## src/rtl/arb_pkg.sv

```systemverilog
// Shared definitions for the register write arbiter.
//   arb_state_t : arbiter FSM encoding (ARB = open round-robin, LOCKED = one owner)
//   WORD        : width of the shared register and of each requester's write data
package arb_pkg;

    typedef enum logic {
        ARB    = 1'b0,
        LOCKED = 1'b1
    } arb_state_t;

    localparam int WORD = 16;

endpackage

```

## src/rtl/register.sv

```systemverilog
// Plain loadable register; holds its value until load is asserted.
//   clk  : rising-edge clock
//   load : capture in on this edge
//   in   : next value
//   out  : current contents
module register #(
    parameter int WIDTH = 16
) (
    input  logic             clk,
    input  logic             load,
    input  logic [WIDTH-1:0] in,
    output logic [WIDTH-1:0] out
);

    // NOTE: no reset branch on the data flop; the owner clears it by driving
    // load=1, in=0 during reset, so the register stays a plain enable flop.
    always_ff @(posedge clk) begin
        if (load) begin
            // NOTE: non-blocking assignment for every flop, so all state in the
            // design updates together at the edge regardless of block order.
            out <= in;
        end
    end

endmodule

```

## src/rtl/reg_write_arbiter.sv

```systemverilog
// Round-robin write arbiter sharing one WORD-bit register between NUM_REQ
// requesters, with an exclusive lock guarded by an idle watchdog.
//   clk          : system clock, all state on rising edge
//   reset        : synchronous, active-high; clears state and the register
//   req_valid    : requester i has a write pending
//   req_lock     : requester i wants/keeps exclusive ownership
//   req_data     : write data, requester i at [WORD*i +: WORD]
//   req_ready    : one-hot grant; write i happens on the edge where valid&ready
//   grant_id     : index of the granted requester (0 when none)
//   write_fire   : a write is accepted this cycle
//   reg_out      : current register contents, broadcast to all requesters
//   locked       : FSM is in LOCKED
//   lock_timeout : one-cycle pulse after a watchdog forced release
module reg_write_arbiter
    import arb_pkg::*;
#(
    parameter int  NUM_REQ  = 4,
    parameter int  LOCK_MAX = 16,
    localparam int IDW      = $clog2(NUM_REQ),
    localparam int IDLE_W   = $clog2(LOCK_MAX)
) (
    input  logic                    clk,
    input  logic                    reset,
    input  logic [NUM_REQ-1:0]      req_valid,
    input  logic [NUM_REQ-1:0]      req_lock,
    input  logic [WORD*NUM_REQ-1:0] req_data,
    output logic [NUM_REQ-1:0]      req_ready,
    output logic [IDW-1:0]          grant_id,
    output logic                    write_fire,
    output logic [WORD-1:0]         reg_out,
    output logic                    locked,
    output logic                    lock_timeout
);

    localparam logic [IDW:0]    NUM_REQ_W = (IDW+1)'(NUM_REQ);
    localparam logic [IDW-1:0]  LAST_IDX  = IDW'(NUM_REQ - 1);
    localparam logic [IDLE_W-1:0] IDLE_LAST = IDLE_W'(LOCK_MAX - 1);

    arb_state_t        state, state_d;
    logic [IDW-1:0]    rr_ptr, rr_ptr_d;
    logic [IDW-1:0]    owner, owner_d;
    logic [IDLE_W-1:0] idle_cnt, idle_cnt_d;
    logic              timeout_d;
    logic [IDW:0]      pick;
    logic [WORD-1:0]   wdata;

    // Successor index, wrapping NUM_REQ-1 -> 0.
    function automatic logic [IDW-1:0] next_idx(input logic [IDW-1:0] i);
        return (i == LAST_IDX) ? '0 : i + 1'b1;
    endfunction

    // First valid requester at or after ptr, wrapping. Result is {found, index}.
    function automatic logic [IDW:0] rr_pick(input logic [NUM_REQ-1:0] valid,
                                             input logic [IDW-1:0]     ptr);
        logic [IDW:0] sum;
        logic [IDW:0] res;
        res = '0;
        for (int k = 0; k < NUM_REQ; k++) begin
            sum = {1'b0, ptr} + (IDW+1)'(k);
            if (sum >= NUM_REQ_W) sum = sum - NUM_REQ_W;
            if (!res[IDW] && valid[sum[IDW-1:0]]) res = {1'b1, sum[IDW-1:0]};
        end
        return res;
    endfunction

    assign pick = rr_pick(req_valid, rr_ptr);

    always_comb begin
        // NOTE: every signal written here gets a default first, so no path
        // leaves a value unassigned and no latch is inferred.
        state_d    = state;
        rr_ptr_d   = rr_ptr;
        owner_d    = owner;
        idle_cnt_d = idle_cnt;
        timeout_d  = 1'b0;
        req_ready  = '0;
        grant_id   = '0;
        write_fire = 1'b0;

        if (!reset) begin
            case (state)
                ARB: begin
                    if (pick[IDW]) begin
                        req_ready[pick[IDW-1:0]] = 1'b1;
                        grant_id   = pick[IDW-1:0];
                        write_fire = 1'b1;
                        rr_ptr_d   = next_idx(pick[IDW-1:0]);
                        if (req_lock[pick[IDW-1:0]]) begin
                            state_d    = LOCKED;
                            owner_d    = pick[IDW-1:0];
                            idle_cnt_d = '0;
                        end
                    end
                end
                LOCKED: begin
                    if (req_valid[owner]) begin
                        req_ready[owner] = 1'b1;
                        grant_id   = owner;
                        write_fire = 1'b1;
                        idle_cnt_d = '0;
                    end
                    if (!req_lock[owner]) begin
                        state_d    = ARB;
                        rr_ptr_d   = next_idx(owner);
                        idle_cnt_d = '0;
                    end else if (!req_valid[owner]) begin
                        // Idle owner still holding the lock: watchdog.
                        // A write on this edge takes the branch above instead.
                        if (idle_cnt == IDLE_LAST) begin
                            state_d    = ARB;
                            rr_ptr_d   = next_idx(owner);
                            idle_cnt_d = '0;
                            timeout_d  = 1'b1;
                        end else begin
                            idle_cnt_d = idle_cnt + 1'b1;
                        end
                    end
                end
                default: state_d = ARB;
            endcase
        end
    end

    always_ff @(posedge clk) begin
        if (reset) begin
            state        <= ARB;
            rr_ptr       <= '0;
            owner        <= '0;
            idle_cnt     <= '0;
            lock_timeout <= 1'b0;
        end else begin
            state        <= state_d;
            rr_ptr       <= rr_ptr_d;
            owner        <= owner_d;
            idle_cnt     <= idle_cnt_d;
            lock_timeout <= timeout_d;
        end
    end

    // Data of the granted requester; req_ready is one-hot or zero.
    always_comb begin
        wdata = '0;
        for (int i = 0; i < NUM_REQ; i++) begin
            if (req_ready[i]) wdata = req_data[i*WORD +: WORD];
        end
    end

    register #(.WIDTH(WORD)) u_register (
        .clk  (clk),
        .load (write_fire | reset),
        .in   (reset ? '0 : wdata),
        .out  (reg_out)
    );

    assign locked = (state == LOCKED);

endmodule

```

## config.mk

```make
export PLATFORM = sky130hd
export DESIGN_NAME = reg_write_arbiter
export DESIGN_NICKNAME = d
export VERILOG_FILES = /design/src/rtl/arb_pkg.sv /design/src/rtl/register.sv /design/src/rtl/reg_write_arbiter.sv
export SDC_FILE = /design/constraint.sdc
export NUM_CORES = 1
export LEC_CHECK = 0
export BUFFER_PORTS_ARGS = -buffer_cell sky130_fd_sc_hd__buf_2
export CORE_AREA = 2 2 70 72
export CTS_BUF_LIST = sky130_fd_sc_hd__clkbuf_8
export DETAILED_ROUTE_END_ITERATION = 10
export DIE_AREA = 0 0 72 74
export GPL_ROUTABILITY_DRIVEN = 0
export PLACE_DENSITY = 0.75
export SETUP_SLACK_MARGIN = 0.5
export SYNTH_ARGS = -nofsm -noshare
export SYNTH_HDL_FRONTEND = slang
export SYNTH_HIERARCHICAL = 1
export SYNTH_SLANG_ARGS = --single-unit
```

## constraint.sdc

```tcl
create_clock -name clk -period 4.9 [get_ports clk]
set_clock_uncertainty 0.2 [all_clocks]
set_input_delay 0 -clock clk [delete_from_list [all_inputs] [get_ports clk]]
set_output_delay 0 -clock clk [all_outputs]
set_load 0.03 [all_outputs]
```

Yosys cells after proc, flatten, opt, wreduce, memory -nomap -nowiden
Cells that the tools add are included.
{ "word_totals": {"register_bits": 26, "latchBits": 0, "ramBits": 0, "rom_bits": 0, "inputBits": 74, "output_inout_bits": 25, "word_cells": 112, "memories": 0} }
{ "classes": {"n_addsub": 10, "multipliers": 0, "div": 0, "n_lt_le_gt_ge": 12, "eq_ne": 7, "shift": 0, "n_mux": 62, "bitwise_logic": 3, "n_reduce_logical": 12} }
{ "ops": {"columns": ["cell", "count"], "rows": [
  ["$mux 16", 4],
  ["$mux 4", 8],
  ["$mux 2", 13],
  ["$lt 2x3->1 const B", 6],
  ["$mux 1", 18],
  ["$pmux 4 s2", 2],
  ["$bmux 1 s2", 7],
  ["$mux 3", 4],
  ["$ge 3x3->1 const B", 3],
  ["$pmux 2 s2", 2],
  ["$sub 2x1->2 const B", 4],
  ["$add 2x2->3 const B", 2],
  ["$reduce_and 3->1", 2],
  ["$logic_and 1x1->1", 5],
  ["$add 2x1->2 const B", 2],
  ["$add 4x1->4 const B", 1],
  ["$demux 1 s2", 2],
  ["$eq 2x2->1 const B", 2],
  ["$eq 4x4->1 const B", 1],
  ["$ge 2x1->1 const B", 2],
  ["$ne 2x2->1 const B", 2],
  ["$pmux 1 s2", 2],
  ["$reduce_or 4->1", 1],
  ["$add 2x1->3 const B", 1],
  ["7 further kinds", 10]
]} }

Longest topological paths before layout
{ "depth": {"depth_word": 25, "mapped_depth": 10, "depth_no_buf": 9} }

Hierarchy
Netlist, hierarchy kept.
{ "by_module_without_submodules": {"columns": ["mod", "n_inst", "cells_each", "area_each_um2", "seq_area_each_um2"], "rows": [
  ["reg_write_arbiter", 1, 174, 1432.6, 200.2],
  ["register", 1, 16, 480.5, 480.5]
]} }

Worst setup path after synthesis
No wires, ideal clock.
{ "synth_path": {"kind": "register -> register", "start": "reg rr_ptr[1]", "end": "reg u_register.out[10] (data pin)", "setup_ps": 269, "arrival_ps": 2195, "required_time_ps": 4431, "setup_slack_ps": 2236, "stages_incl_launch_ff": 9, "n_path_buf": 0, "synth_period_minus_slack_ps": 2664, "cell_sequence": "dfxtp_1 inv_1 or4_1 and2_1 ha_1 a22oi_2 nor2_1 a221oi_1 a22oi_2"} }
{ "synth_via": {"elab_cells_between_ends": 45, "classes_between": "7 x add/sub; 6 x order compare; 25 x mux; 7 x reduce/logical"} }
{ "synth_rtl": {"columns": ["item", "line", "text"], "rows": [
  ["start, declared", "reg_write_arbiter.sv:40", "logic [IDW-1:0] rr_ptr, rr_ptr_d;"],
  ["start signal, assigned", "reg_write_arbiter.sv:133", "rr_ptr <= rr_ptr_d;"],
  ["parallel branches: the longest is 13 deep, another holds $add 2x1->3", null, null],
  ["$mux 3 (*)", "reg_write_arbiter.sv:61", "if (!res[IDW] && valid[sum[IDW-1:0]]) res = {1'b1, sum[IDW-1:0]};"],
  ["$lt 2x3->1 (not written as such) / $ge 2x1->1 (equally long branches)", "reg_write_arbiter.sv:84", "req_ready[pick[IDW-1:0]] = 1'b1;"],
  ["$logic_and 1x1->1 (not written as such)", "reg_write_arbiter.sv:84", null],
  ["$mux 1 (not written as such)", "reg_write_arbiter.sv:84", null],
  ["$demux 1 s2", "reg_write_arbiter.sv:84", null],
  ["$mux 4 (*)", "reg_write_arbiter.sv:83", "if (pick[IDW]) begin"],
  ["$pmux 4 s2 (*)", "reg_write_arbiter.sv:81", "case (state)"],
  ["$mux 4 (*)", "reg_write_arbiter.sv:80", "if (!reset) begin"],
  ["named net req_ready[2]", "reg_write_arbiter.sv:27", "output logic [NUM_REQ-1:0] req_ready,"],
  ["$mux 16 (*) (2 in series)", "reg_write_arbiter.sv:144", "if (req_ready[i]) wdata = req_data[i*WORD +: WORD];"],
  ["end signal, assigned", "register.sv:21", "out <= in;"],
  ["end, declared", "register.sv:12", "output logic [WIDTH-1:0] out"]
]} }
Mark *: on every way through the listed nets, which the timed path passes. The select of a mux whose other input is x is not followed.
A chain may end at the register's enable or synchronous reset.

Final worst setup path
{ "layout_path": {"start": "reg rr_ptr[1]", "end": "reg u_register.out[9] (data pin)"} }
{ "layout_via": {"elab_chain_len": 25, "elab_cells_between_ends": 45, "classes_between": "7 x add/sub; 6 x order compare; 25 x mux; 7 x reduce/logical"} }
{ "layout_lines": {"columns": ["item", "line", "text"], "rows": [
  ["parallel branches: the longest is 13 deep, another holds $add 2x1->3", null, null],
  ["$mux 3 (*)", "reg_write_arbiter.sv:61", null],
  ["named net pick[1]", "reg_write_arbiter.sv:44", "logic [IDW:0] pick;"],
  ["$lt 2x3->1 (not written as such) / $ge 2x1->1 (equally long branches)", "reg_write_arbiter.sv:84", null],
  ["$logic_and 1x1->1 (not written as such)", "reg_write_arbiter.sv:84", null],
  ["$mux 1 (not written as such)", "reg_write_arbiter.sv:84", null],
  ["$demux 1 s2 (*)", "reg_write_arbiter.sv:84", null],
  ["$mux 4 (*)", "reg_write_arbiter.sv:83", null],
  ["$pmux 4 s2 (*)", "reg_write_arbiter.sv:81", null],
  ["$mux 4 (*)", "reg_write_arbiter.sv:80", null],
  ["$mux 16 (3 in series)", "reg_write_arbiter.sv:144", null],
  ["$mux 16 (*)", "reg_write_arbiter.sv:144", null]
]} }
Marks and branches as above.

==> results.json <==
{
  "dominantRegCellSynth": "sky130_fd_sc_hd__edfxtp_1",
  "postRouteWirelength_mm": 6.061,
  "crit_start": "rr_ptr[1]$_SDFFE_PP0P_",
  "seq_area_um2": 680.7,
  "drt-wirelength-per-cell_um": 15.83,
  "power.density_nw_per_um2": 435.8,
  "clock_tree.root_cell": "sky130_fd_sc_hd__clkbuf_8",
  "power.share.sequential_pct": 28.8,
  "hold_path.class": "in -> reg",
  "synth.net_count": 273,
  "globalRouteOverflowTotal": 0,
  "critPathRequiredTime_ns": 4.84,
  "cts_tree": "yes",
  "worst_ep_arrival_time_ns": 4.05,
  "total_switching_power_uw": 557.7,
  "max-slew-margin-rel_pct": 38.67,
  "synth_cell_types": 54,
  "synth-edff-count": 16,
  "run_status": "finished clean",
  "core-area_um2": 4598,
  "chipHeight_um": 74,
  "post-route-util_pct": 64.11,
  "clkTransAtPathRegs_ns": 0.10,
  "drt_first_iter_violations": 128,
  "drtPass1Iterations": 4,
  "final.period_utilization_pct": 83.83,
  "cp-start-kind": "register",
  "critical_path.endpoint_type": "register",
  "power_frac_clock_pct": 14.4,
  "yosysTopAreaCell": "sky130_fd_sc_hd__edfxtp_1",
  "post_synthesis_sequential_area_ratio_pct": 35.58,
  "gr-usage-all-layers_pct": 22.43,
  "fin_setup_tns_ns": 0,
  "netlist_top_cells_count": "19 x sky130_fd_sc_hd__a22oi_1, 16 x sky130_fd_sc_hd__edfxtp_1, 14 x sky130_fd_sc_hd__nor2_1",
  "worst_hold_startpoint": "req_lock[3]",
  "filler_cell_count": 372,
  "report.final.setup_viol": 0,
  "syn_avg_cell_area_um2": 10.07,
  "cellLeakagePower_nw": 1.284,
  "via_count": 2105,
  "max_freq_ghz": 0.2435,
  "grt_pass1_vias": 2038,
  "htree_num_levels": 1,
  "ys.warnings.count": 6,
  "drt.antenna.violating_nets": 0,
  "criticalPathCategory": "reg -> reg",
  "comb_power_share_pct": 56.8,
  "cts-buffers-inserted": 3,
  "synth_async_reset_ratio_pct": 0,
  "tightest_slew_ns": 0.9189,
  "worst_case_clock_buffer_depth": 2,
  "yosys-top-cells-area": "sky130_fd_sc_hd__edfxtp_1 25%, sky130_fd_sc_hd__dfxtp_1 10%, sky130_fd_sc_hd__a22oi_2 7.8%, sky130_fd_sc_hd__a22oi_1 7.5%, sky130_fd_sc_hd__ha_1 5.9%",
  "cts.sinks": 26,
  "min_period_ns": 4.108,
  "synth_cells": 190,
  "synthDominantCellAreaShare_pct": 25.11,
  "die_area_um2": 5328,
  "antenna-diode-count": 0,
  "synth_most_common_cell": "sky130_fd_sc_hd__a22oi_1",
  "std_cell_rows": 25,
  "max-cap-violations": 0,
  "viasPerCell": 5.496,
  "power_report.internal_total_uw": 727.1,
  "drive_gt1_share_pct": 39.51,
  "place.port_buffers": 98,
  "rr_startpoint": "rr_ptr[1]$_SDFFE_PP0P_",
  "post_cts_resized": 0,
  "grt_pass1_wl_mm": 9.480,
  "die_w_um": 72,
  "switching_share_pct": 43.40,
  "hold_violations": 0,
  "syn_to_final_growth_pct": 54.09,
  "drc": 0,
  "grt_max_degree": 23,
  "fin_nets": 413,
  "clk_latency_ns": 0.27,
  "path_max_fanout": 13,
  "initial_utilization_pct": 41.61,
  "multi_input_area_um2": 1140,
  "maxSlewViolCount": 0,
  "grt_antenna_before_repair": 0,
  "peakVddDrop_mv": 0.2066,
  "place.detailed.hpwl_mm": 4.007,
  "syn_area_um2": 1913,
  "pin_count": 99,
  "setup_repair_after_global_routing_missed_its_margin": "no",
  "flops_latches_synth": 26
}
[state kept, by name, indices dropped and copies added, names as in the netlist]
name / cells
u_register/out: 16
rr_ptr: 2
idle_cnt: 4
locked: 1
owner: 2
lock_timeout: 1
[final timing paths]
check                                              endpoint  cells past startpoint  slack [ns]
worst max register to register  u_register/out[9]$_DFFE_PP_                     10        0.79
worst min-delay path                  owner[1]$_SDFFE_PP0P_                      5        0.05
worst max-delay path            u_register/out[9]$_DFFE_PP_                     10        0.79
worst min register to register     idle_cnt[3]$_SDFFE_PP0P_                      1        0.32
[cells in the final DEF (no fill, tap or decap), drive strengths merged, types with 4 or more instances in the layout]
cell / n
a21oi: 4
o21ai: 21
nor2b: 6
nor2: 15
ha: 9
mux2i: 4
dfxtp: 10
edfxtp: 16
nand2: 10
a22oi: 32
buf: 99
inv: 8
dlygate4sd3: 46
[layer usage]
metal  global-route usage [%]  wire length (um)  vias up
li1                         -                 -     1026
met1                    25.87              2462      980
met2                    43.42              3116       93
met3                    3.659               428        6
met4                    5.241                54        0
met5                        0                 0        -
[power groups by stage]
| stage | registers [mW] | clock network (mW) | logic [mW] |
|---|---|---|---|
| after global placement | 0.371 | 0 | 0.629 |
| final | 0.369 | 0.185 | 0.730 |
| after global routing | 0.377 | 0.198 | 0.784 |
| after detailed placement | 0.372 | 0 | 0.639 |
| after floorplan | 0.498 | 0 | 0.352 |
| after CTS | 0.367 | 0.189 | 0.727 |
[cells by family after synthesis]
kind of cell	count (synthesis)	synth area share, %
fa+ha+maj	9	5.886
mux	6	4.055
simple gates	50	15.37
buf+inv	18	4.840
flops	26	35.58
compound gates	81	34.27
[through the flow]
stage	setup WS, ns	hold slack [ns]	cell area, um2	power (mW)	cells
floorplan	2.236	0.009483	1913	0.8502	190
global placement	1.901	0.09879	2416	0.9998	333
detailed placement	1.760	0.1108	2416	1.011	333
CTS	0.8874	0.04623	2948	1.283	383
global route	0.5596	0.08259	2948	1.360	383
finish	0.7924	0.05402	2948	1.285	383
[critical path, stage by stage, from the launching register on]
cell	delay (ns)
sky130_fd_sc_hd__dfxtp_1	0.43
sky130_fd_sc_hd__a21boi_1	0.11
sky130_fd_sc_hd__o32ai_2	0.36
sky130_fd_sc_hd__inv_1	0.20
sky130_fd_sc_hd__ha_1	0.22
sky130_fd_sc_hd__a22o_2	0.25
sky130_fd_sc_hd__nor3_2	0.69
sky130_fd_sc_hd__a22oi_1	0.16
sky130_fd_sc_hd__dlygate4sd3_1	0.63
sky130_fd_sc_hd__o21ai_1	0.13
sky130_fd_sc_hd__dlygate4sd3_1	0.59
[what timing repair did]
action,in CTS,in global routing
setup buffers,0,0
endpoints found under the hold margin,17,0
hold buffers,46,0
[layout make-up]
cell class | count | area share (%)
Multi-Input combinational cell | 146 | 38.67
Clock buffer | 3 | 1.401
Clock inverter | 1 | 1.019
Tap cell | 54 | 2.292
Inverter | 8 | 1.019
Timing Repair Buffer | 145 | 32.51
Sequential cell | 26 | 23.09
Note: power is estimated with default switching activity, not from simulation.
